File: config.mk
export PLATFORM = sky130hd
export DESIGN_NAME = fb_pipereg
export DESIGN_NICKNAME = d
export VERILOG_FILES = /design/src/rtl/fb_pipereg_pkg.sv /design/src/rtl/fb_pipereg_slot.sv /design/src/rtl/fb_pipereg.sv
export SDC_FILE = /design/constraint.sdc
export NUM_CORES = 1
export LEC_CHECK = 0
export BUFFER_PORTS_ARGS = -buffer_cell sky130_fd_sc_hd__buf_2
export CORE_ASPECT_RATIO = 1.2
export CORE_UTILIZATION = 36
export DETAILED_ROUTE_END_ITERATION = 6
export PLACE_DENSITY = 0.59
export SETUP_SLACK_MARGIN = 0.05
export SLEW_MARGIN = 20
export SYNTH_ARGS = -nofsm -noshare
export SYNTH_HDL_FRONTEND = slang
export SYNTH_SLANG_ARGS = --single-unit
File: constraint.sdc
create_clock -name clk -period 1.67 [get_ports clk]
set_input_delay 0.334 -clock clk [delete_from_list [all_inputs] [get_ports clk]]
set_output_delay 0.334 -clock clk [all_outputs]
set_load 0.05 [all_outputs]
File: src/rtl/fb_pipereg_pkg.sv
// Shared constants for the fb_pipereg pipeline register: state encodings
// and default field widths.
package fb_pipereg_pkg;

  localparam int FB_32BITS = 32;
  localparam int FB_CTRL_W = 19;
  localparam int FB_DATA_W = 4 * FB_32BITS;

  // The encoding equals the number of held entries, so occ is the state itself.
  localparam logic [1:0] FB_PIPE_EMPTY = 2'd0;
  localparam logic [1:0] FB_PIPE_ONE   = 2'd1;
  localparam logic [1:0] FB_PIPE_TWO   = 2'd2;

endpackage

File: src/rtl/fb_pipereg_slot.sv
// One storage entry (ctrl + data). Flush clears only ctrl. Lock turns a load
// into a bubble: ctrl is zeroed and data is kept.
module fb_pipereg_slot
  import fb_pipereg_pkg::*;
#(
  parameter int CTRL_W = FB_CTRL_W,
  parameter int DATA_W = FB_DATA_W
) (
  input  logic              clk,
  input  logic              rst,
  input  logic              load,
  input  logic              lock,
  input  logic              flush,
  input  logic [CTRL_W-1:0] d_ctrl,
  input  logic [DATA_W-1:0] d_data,
  output logic [CTRL_W-1:0] q_ctrl,
  output logic [DATA_W-1:0] q_data
);

  // Entry register: reset clears everything, flush outranks load.
  always_ff @(posedge clk or negedge rst) begin
    if (!rst) begin
      q_ctrl <= '0;
      q_data <= '0;
    end else if (flush) begin
      q_ctrl <= '0;
    end else if (load) begin
      q_ctrl <= lock ? '0 : d_ctrl;
      q_data <= d_data;
    end
  end

endmodule

File: src/rtl/fb_pipereg.sv
// Pipeline register with optional two-entry skid buffer. The head slot always
// drives the output and the skid slot catches one beat under backpressure.
// With SKID=0, in_ready follows out_ready combinationally, so the skid slot
// never loads.
module fb_pipereg
  import fb_pipereg_pkg::*;
#(
  parameter int CTRL_W = FB_CTRL_W,
  parameter int DATA_W = FB_DATA_W,
  parameter int SKID   = 1
) (
  input  logic              clk,
  input  logic              rst,
  input  logic              flush,
  input  logic              lock,
  input  logic              in_valid,
  output logic              in_ready,
  input  logic [CTRL_W-1:0] in_ctrl,
  input  logic [DATA_W-1:0] in_data,
  output logic              out_valid,
  input  logic              out_ready,
  output logic [CTRL_W-1:0] out_ctrl,
  output logic [DATA_W-1:0] out_data,
  output logic [1:0]        occ
);

  logic [1:0]        state, state_nxt;
  logic              in_fire, out_fire;
  logic              head_load, skid_load, head_from_skid;
  logic [CTRL_W-1:0] skid_ctrl, head_d_ctrl;
  logic [DATA_W-1:0] skid_data, head_d_data;

  assign out_valid = (state != FB_PIPE_EMPTY);
  assign occ       = state;
  assign in_fire   = in_valid & in_ready;
  assign out_fire  = out_valid & out_ready;

  generate
    if (SKID != 0) begin : g_skid
      // Registered ready: decoded from state only, which breaks the out_ready path.
      assign in_ready = (state != FB_PIPE_TWO);
    end else begin : g_noskid
      assign in_ready = ~out_valid | out_ready;
    end
  endgenerate

  // Next-state and slot load decode. Flush forces EMPTY, and the slots zero ctrl themselves.
  always_comb begin
    state_nxt      = state;
    head_load      = 1'b0;
    skid_load      = 1'b0;
    head_from_skid = 1'b0;
    case (state)
      FB_PIPE_EMPTY: begin
        if (in_fire) begin
          state_nxt = FB_PIPE_ONE;
          head_load = 1'b1;
        end
      end
      FB_PIPE_ONE: begin
        if (in_fire && !out_fire) begin
          state_nxt = FB_PIPE_TWO;
          skid_load = 1'b1;
        end else if (!in_fire && out_fire) begin
          state_nxt = FB_PIPE_EMPTY;
        end else if (in_fire && out_fire) begin
          head_load = 1'b1;
        end
      end
      FB_PIPE_TWO: begin
        if (out_fire) begin
          state_nxt      = FB_PIPE_ONE;
          head_load      = 1'b1;
          head_from_skid = 1'b1;
        end
      end
      default: state_nxt = FB_PIPE_EMPTY;
    endcase
    if (flush) state_nxt = FB_PIPE_EMPTY;
  end

  // State register.
  always_ff @(posedge clk or negedge rst) begin
    if (!rst) state <= FB_PIPE_EMPTY;
    else      state <= state_nxt;
  end

  // The skid entry already had lock applied when it was captured, so lock
  // must not touch the skid-to-head move.
  assign head_d_ctrl = head_from_skid ? skid_ctrl : in_ctrl;
  assign head_d_data = head_from_skid ? skid_data : in_data;

  fb_pipereg_slot #(.CTRL_W(CTRL_W), .DATA_W(DATA_W)) u_head (
    .clk    (clk),
    .rst    (rst),
    .load   (head_load),
    .lock   (lock & ~head_from_skid),
    .flush  (flush),
    .d_ctrl (head_d_ctrl),
    .d_data (head_d_data),
    .q_ctrl (out_ctrl),
    .q_data (out_data)
  );

  fb_pipereg_slot #(.CTRL_W(CTRL_W), .DATA_W(DATA_W)) u_skid (
    .clk    (clk),
    .rst    (rst),
    .load   (skid_load),
    .lock   (lock),
    .flush  (flush),
    .d_ctrl (in_ctrl),
    .d_data (in_data),
    .q_ctrl (skid_ctrl),
    .q_data (skid_data)
  );

endmodule

==> results of run 1 <==
## through the flow
step	hold slack [ps]	util (%)	total power [mW]	setup WS, ps	instances
floorplan	38.4	-	14.2	-211	833
global placement	286	43.7	15.8	-123	1612
detailed placement	291	43.7	16.0	-147	1612
CTS	0.0926	50.0	23.1	-224	1777
global route	4.29	54.2	24.5	-274	1818
finish	32.1	54.2	23.5	-227	1818
## report_power, final
group	internal, mW	switching, mW
sequential	8.76	0.869
combinational	3.13	4.03
clock	3.89	2.79
total	15.8	7.68
## routing by layer
layer  global-route usage [%]  up-vias
met5                        0        -
met4                     4.95        0
met3                     3.26       47
met2                     29.4      205
met1                     21.1     4584
li1                         -     4009
## synth_stat cells (2+ instances only)
cell type and instances:
buf_4 16, inv_1 2, o2bb2ai_1 19, mux2_1 27, clkbuf_1 3, nor2b_1 19, nor2_1 2, buf_1 2
mux2_4 111, or2_2 2, buf_6 14, a22o_1 19, dfrtp_1 296, mux2_2 247, buf_2 19, mux2i_1 20
nand2_1 2
## cell families after synthesis
kind of cell / count (synthesis) / share of synthesized area (%)
muxes: 405 / 37.1
DFF: 296 / 55.5
buffers and inverters: 57 / 3.02
AOI/OAI and AO/OA: 45 / 2.92
and+or+nand+nor: 30 / 1.45
## sequential cells by signal, summed over array words and instances (netlist names)
name and count:
u_head.q_data 128, u_skid.q_ctrl 19, u_skid.q_data 128, occ 2
u_head.q_ctrl 19
## area by class of cell
class,count,area [sq um],area share [%]
Inverter,3,11.3,0.0574
Sequential cell,296,7410,37.8
Multi-Input combinational cell,480,6140,31.3
Tap cell,468,586,2.98
Timing Repair Buffer,518,4510,23.0
Clock buffer,49,923,4.71
Clock inverter,4,47.5,0.242
## what timing repair did
action	in CTS	in global routing
pin swaps	0	2
cloned	2	33
gates resized for setup	46	179
hold buffers	104	0
endpoints found under the setup margin	289	299
hold endpoints to repair	138	0
setup buffers	6	9
## worst max-delay path, cell delays in order, from the launching register on
cell	delay (ps)
dfrtp_2	410
buf_6	130
nand3b_1	130
buf_12	150
clkbuf_16	190
clkbuf_16	170
mux2_2	330
mux2_4	250
## worst min-delay path by stage
stage                      startpoint            endpoint  slack [ps]  depth (start not counted)
after floorplan                   rst              occ[0]          40                          0
after global placement            rst  u_head.q_data[125]         290                          1
after detailed placement          rst  u_head.q_data[125]         290                          1
after CTS                 in_data[12]   u_skid.q_data[12]        0.09                          2
after global routing      in_data[12]   u_skid.q_data[12]           4                          2
final                     in_data[12]   u_skid.q_data[12]          30                          2
==> flow_summary_export.csv, run 1 <==
group,metric,value,unit
drt,vias_per_cell,4.87,
critical_path,cp_capture_type,"register",
job,maxCapViolations,0,
synthesis,synth_top_area_cell,"dfrtp_1",
sta,period_minus_slack,1900,ps
global_route,grt_util_all_layers,16.9,%
placed_design,detailed_place_hpwl,22100,um
global_route,globalRouteOverflowTotal,0,
critical_path,critical_path_peak_fanout,7,
cells_and_area,final_net_count,1483,
drt,met3_length,1630,um
floorplan,ioPinCount,304,
clock_network,htree_num_levels,1,
floorplan,floorplan.initialDensity,36.8,%
floorplan,floorplan.die_area,0.0378,sq mm
sta,final.period_utilization,114,%
drt,highest_layer,"met4",
sta,grt_setup_unrepaired,"yes",
power_and_ir_drop,leakagePower,9.72,nW
synthesis,syn_avg_cell_area,16.0,sq um
critical_path,worstSetupEndpoint,"u_head.q_data[103]",
cells_and_area,post_route_cells_drive_above_1_share,62.4,%
clock_network,clock_latency,560,ps
critical_path,setup.worst_path.start_class,"register",
cells_and_area,area_growth_syn_to_layout,47.0,%
synthesis,ys_seq_area_share,55.5,%
drt,drt_first_iter_violations,245,
power_and_ir_drop,worst_ir_drop_vdd,0.000806,V
sta,clock.fmax,527,MHz
synthesis,synthDistinctLibCells,30,
sta,finClkSkew,12.2,ps
clock_network,cts_made_buffers,31,
clock_network,clock_tree_buf_depth,3,
placed_design,gp_congestion,0.752,
drt,ant_nets,0,
cells_and_area,antennaDiodeCount,0,
drt,postRouteWirelength,37200,um
synthesis,synth_top_cells_by_area,"dfrtp_1, mux2_2, mux2_4, mux2_1, mux2i_1",
run_status,status,"complete, but fails checks",
synthesis,synth-warning-count,0,
critical_path,worst_setup_path_startpoint,"occ[1]",
floorplan,core,0.0362,sq mm
cells_and_area,mostFrequentLayoutCell,"buf_2",
sta,finalSetupViolations,293,
synthesis,yosysTopAreaCellShare,55.5,%
synthesis,postSynth.asyncResetShare,100,%
clock_network,clock_sink_count,296,
synthesis,synth_enable_flop_cells,0,
critical_path,timing.critical_path.required,2110,ps
hold_path,timing.hold.worst.class,"input port to register",
critical_path,register_to_register_setup_slack,-230,ps
critical_path,ff2ff_path_depth,7,
floorplan,die_height,213,um
drt,drt-met1-wl,16100,um
critical_path,worst_ep_arrival_time,2340,ps
global_route,grt_pass1_vias,9054,
power_and_ir_drop,power_per_cell_area,1200,mW/mm^2
cells_and_area,most-common-layout-cells,"buf_2, dfrtp_1, mux2_4, mux2_2, dlygate4sd3_1",
cells_and_area,n_fill_cell,3004,
synthesis,cell_count_after_synthesis,833,
drt,drc,0,
synthesis,synth-seq-cells,296,
critical_path,reg2reg_to,"u_head.q_data[103]",
cells_and_area,finalInstanceArea,0.0196,sq mm
drt,first_pass_iters,4,
sta,setup_tns,-40840,ps
critical_path,critical_path.reg2reg.startpoint,"occ[1]",
drt,detailroute.via_count,8845,
run_status,violations,"negative setup slack",
sta,timing.final.ws_setup,-227,ps
global_route,wire_length_of_the_first_global_routing_pass,50300,um
global_route,antenna_found_initial,0,
critical_path,critPathKind,"register to register",
sta,slew_headroom,68.4,%
synthesis,ys.flop_type,"dfrtp_1",
global_route,grt_start_max_net_pins,48,
placed_design,placed_cell_area,0.0158,sq mm
floorplan,core.rowCount,76,
placed_design,port_buffers,303,
clock_network,clkTransAtPathRegs,60,ps
synthesis,synth_cell_area,0.0133,sq mm
drt,post_drt_wl_per_cell,20.4,um
sta,number_of_failing_hold_endpoints_at_the_final_stage,0,
sta,worst-slew-pin-transition,473,ps
clock_network,cts_root_buffer,"clkbuf_16",
clock_network,tritoncts,"yes",
drt,met2RoutedLength,18600,um
sta,final_max_slew_viol_count,0,
synthesis,syn_nets,986,
floorplan,fp.dieW,178,um
Note: power is estimated with default switching activity, not from simulation.
==> run 2, diff against run 1 <==
--- a/config.mk
+++ b/config.mk
@@ -7,11 +7,11 @@
 export LEC_CHECK = 0
 export BUFFER_PORTS_ARGS = -buffer_cell sky130_fd_sc_hd__buf_2
 export CORE_ASPECT_RATIO = 1.2
+export CORE_MARGIN = 1.5
 export CORE_UTILIZATION = 36
 export DETAILED_ROUTE_END_ITERATION = 6
 export PLACE_DENSITY = 0.59
 export SETUP_SLACK_MARGIN = 0.05
-export SLEW_MARGIN = 20
 export SYNTH_ARGS = -nofsm -noshare
 export SYNTH_HDL_FRONTEND = slang
 export SYNTH_SLANG_ARGS = --single-unit
==> run 2 against run 1 <==
Against the previous run:
- the flow still finishes with violations (negative setup slack)
- power up 0.21%
- critical path depth shrank 1
- register-to-register slack got worse by 20 ps
- setup slack worse by 16 ps
- final cell count rose by 2.3%
- non-clock buffer count rose by 35
- worst hold slack worse by 2.7 ps
- critical endpoint is now u_head.q_data[62]
- highest routed layer unchanged
==> flow_summary_export.csv, run 2 (same netlist as run 1, synthesis figures left out) <==
group,metric,value,unit
floorplan,core,0.0367,sq mm
sta,grt_setup_unrepaired,"yes",
sta,worst-slew-pin-transition,496,ps
cells_and_area,area_growth_syn_to_layout,47.6,%
global_route,grt_pass1_vias,9868,
floorplan,floorplan.die_area,0.0382,sq mm
drt,drt_first_iter_violations,267,
sta,number_of_failing_hold_endpoints_at_the_final_stage,0,
clock_network,clock_sink_count,296,
drt,detailroute.via_count,8917,
critical_path,worst_ep_arrival_time,2380,ps
sta,timing.final.ws_setup,-243,ps
floorplan,die_height,214,um
power_and_ir_drop,switching_share,33.2,%
power_and_ir_drop,power_per_cell_area,1190,mW/mm^2
power_and_ir_drop,pwr-share-clk,27.4,%
power_and_ir_drop,p_comb_share,31.6,%
clock_network,cts_root_buffer,"clkbuf_16",
sta,finClkSkew,17.0,ps
critical_path,critical_path.cell_chain,"buf_6 > mux2_4 > a21o_4 > buf_12 > buf_12 > mux2_4",
sta,final.period_utilization,115,%
placed_design,port_buffers,303,
cells_and_area,biggestRegsByFlops,"u_head.q_data x128, u_skid.q_data x128",
power_and_ir_drop,worst_ir_drop_vdd,0.000974,V
hold_path,timing.hold.worst.class,"input port to register",
cells_and_area,most-common-layout-cells,"buf_2, dfrtp_1, mux2_4, mux2_2, dlygate4sd3_1",
clock_network,clkTransAtPathRegs,60,ps
critical_path,timing.critical_path.buf_inv,3,
critical_path,critPathKind,"register to register",
placed_design,gp_congestion,0.775,
job,maxCapViolations,0,
cells_and_area,multi_input_comb_area,0.00606,sq mm
sta,clock.fmax,523,MHz
cells_and_area,post_route_cells_drive_above_1_share,62.7,%
floorplan,floorplan.initialDensity,36.4,%
drt,first_pass_iters,4,
floorplan,fp.dieW,179,um
clock_network,htree_num_levels,1,
power_and_ir_drop,netSwitchingPower,7.81,mW
critical_path,setup.worst_path.start_class,"register",
sta,setup_tns,-37600,ps
floorplan,ioPinCount,304,
clock_network,tritoncts,"yes",
cells_and_area,final_net_count,1518,
global_route,antenna_found_initial,1,
power_and_ir_drop,leakagePower,9.46,nW
drt,postRouteWirelength,36700,um
power_and_ir_drop,power_frac_seq,40.9,%
critical_path,critical_path_peak_fanout,15,
sta,hold_slack,29.4,ps
sta,period_minus_slack,1910,ps
run_status,violations,"negative setup slack",
global_route,globalRouteOverflowTotal,0,
critical_path,timing.critical_path.required,2140,ps
cells_and_area,layout.area.seq,0.00741,sq mm
global_route,grt_start_max_net_pins,46,
floorplan,core.rowCount,77,
clock_network,cts_made_buffers,31,
sta,final_max_slew_viol_count,0,
global_route,grt_util_all_layers,18.2,%
power_and_ir_drop,cellInternalPower,15.7,mW
drt,ant_nets,0,
critical_path,cp_slowest_cell,"dfrtp_2",
clock_network,clock_tree_buf_depth,3,
drt,drc,0,
critical_path,cp_top_family,"multiplexers",
run_status,status,"complete, but fails checks",
global_route,wire_length_of_the_first_global_routing_pass,55100,um
drt,post_drt_wl_per_cell,19.8,um
sta,slew_headroom,66.9,%
critical_path,max_stage_delay,450,ps
critical_path,cp_capture_type,"register",
sta,finalSetupViolations,240,
placed_design,detailed_place_hpwl,22800,um
clock_network,clock_latency,580,ps
cells_and_area,n_fill_cell,3008,
drt,vias_per_cell,4.80,
[run 2: cell count changes in the layout (fill, tap and decap cells not counted), sizes merged]
cell	delta
clkbuf	-18
dlygate4sd3	+23
inv	+1
buf	+25
diode	+1
bufinv	-1
clkinv	+4
[run 2: per-stage QoR]
step | worst slack [ps] | std cells | cell area (sq um) | util, % | power, mW
floorplan | -211 | 833 | 13400 | - | 14.2
global placement | -132 | 1637 | 16100 | 43.7 | 15.9
detailed placement | -156 | 1637 | 16100 | 43.7 | 16.1
CTS | -255 | 1840 | 18900 | 51.5 | 23.2
global route | -284 | 1859 | 19700 | 53.7 | 24.6
finish | -243 | 1859 | 19700 | 53.7 | 23.5
[run 2: cell type report]
| type | instances | share of cell area (%) |
|---|---|---|
| antenna | 1 | 0.0127 |
| multi-input combinational | 480 | 30.8 |
| clock buffer | 44 | 4.39 |
| timing repair buffer | 553 | 23.9 |
| tap | 474 | 3.01 |
| sequential | 296 | 37.6 |
| clock inverter | 8 | 0.235 |
| inverter | 3 | 0.0572 |
[run 2: worst paths after layout]
check,slack [ps],cells past startpoint,to,from
max,-240,6,u_head.q_data[62],occ[1]
min,30,2,u_skid.q_data[64],in_data[64]
max reg2reg,-240,6,u_head.q_data[62],occ[1]
min reg2reg,480,1,u_head.q_ctrl[14],u_head.q_ctrl[14]
max in group asynchronous,670,3,u_head.q_data[122],rst
min in group asynchronous,290,2,u_skid.q_data[105],rst
[run 2: routing by layer]
metal  track usage [%]  vias up  wire length, um
met5                 0        -                0
met4              6.72        0             1110
met3              2.90       68             1490
met2              31.6      215            18800
met1              22.6     4564            15400
li1                  -     4070                -
[run 2: timing repair]
action                     4_1_cts  5_1_grt
cloned                           6       12
hold endpoints to repair       156        0
setup endpoints to repair      275      301
gates resized for setup         93      132
setup buffers                   18       13
hold buffers                   127        0
pin swaps                        1       10
[run 2: power groups by stage]
stage	logic (mW)	registers [mW]	clock network (mW)
floorplan	2.29	11.9	0
global placement	6.31	9.60	0
detailed placement	6.41	9.64	0
CTS	6.95	9.57	6.64
global route	7.80	9.82	6.93
finish	7.44	9.63	6.45
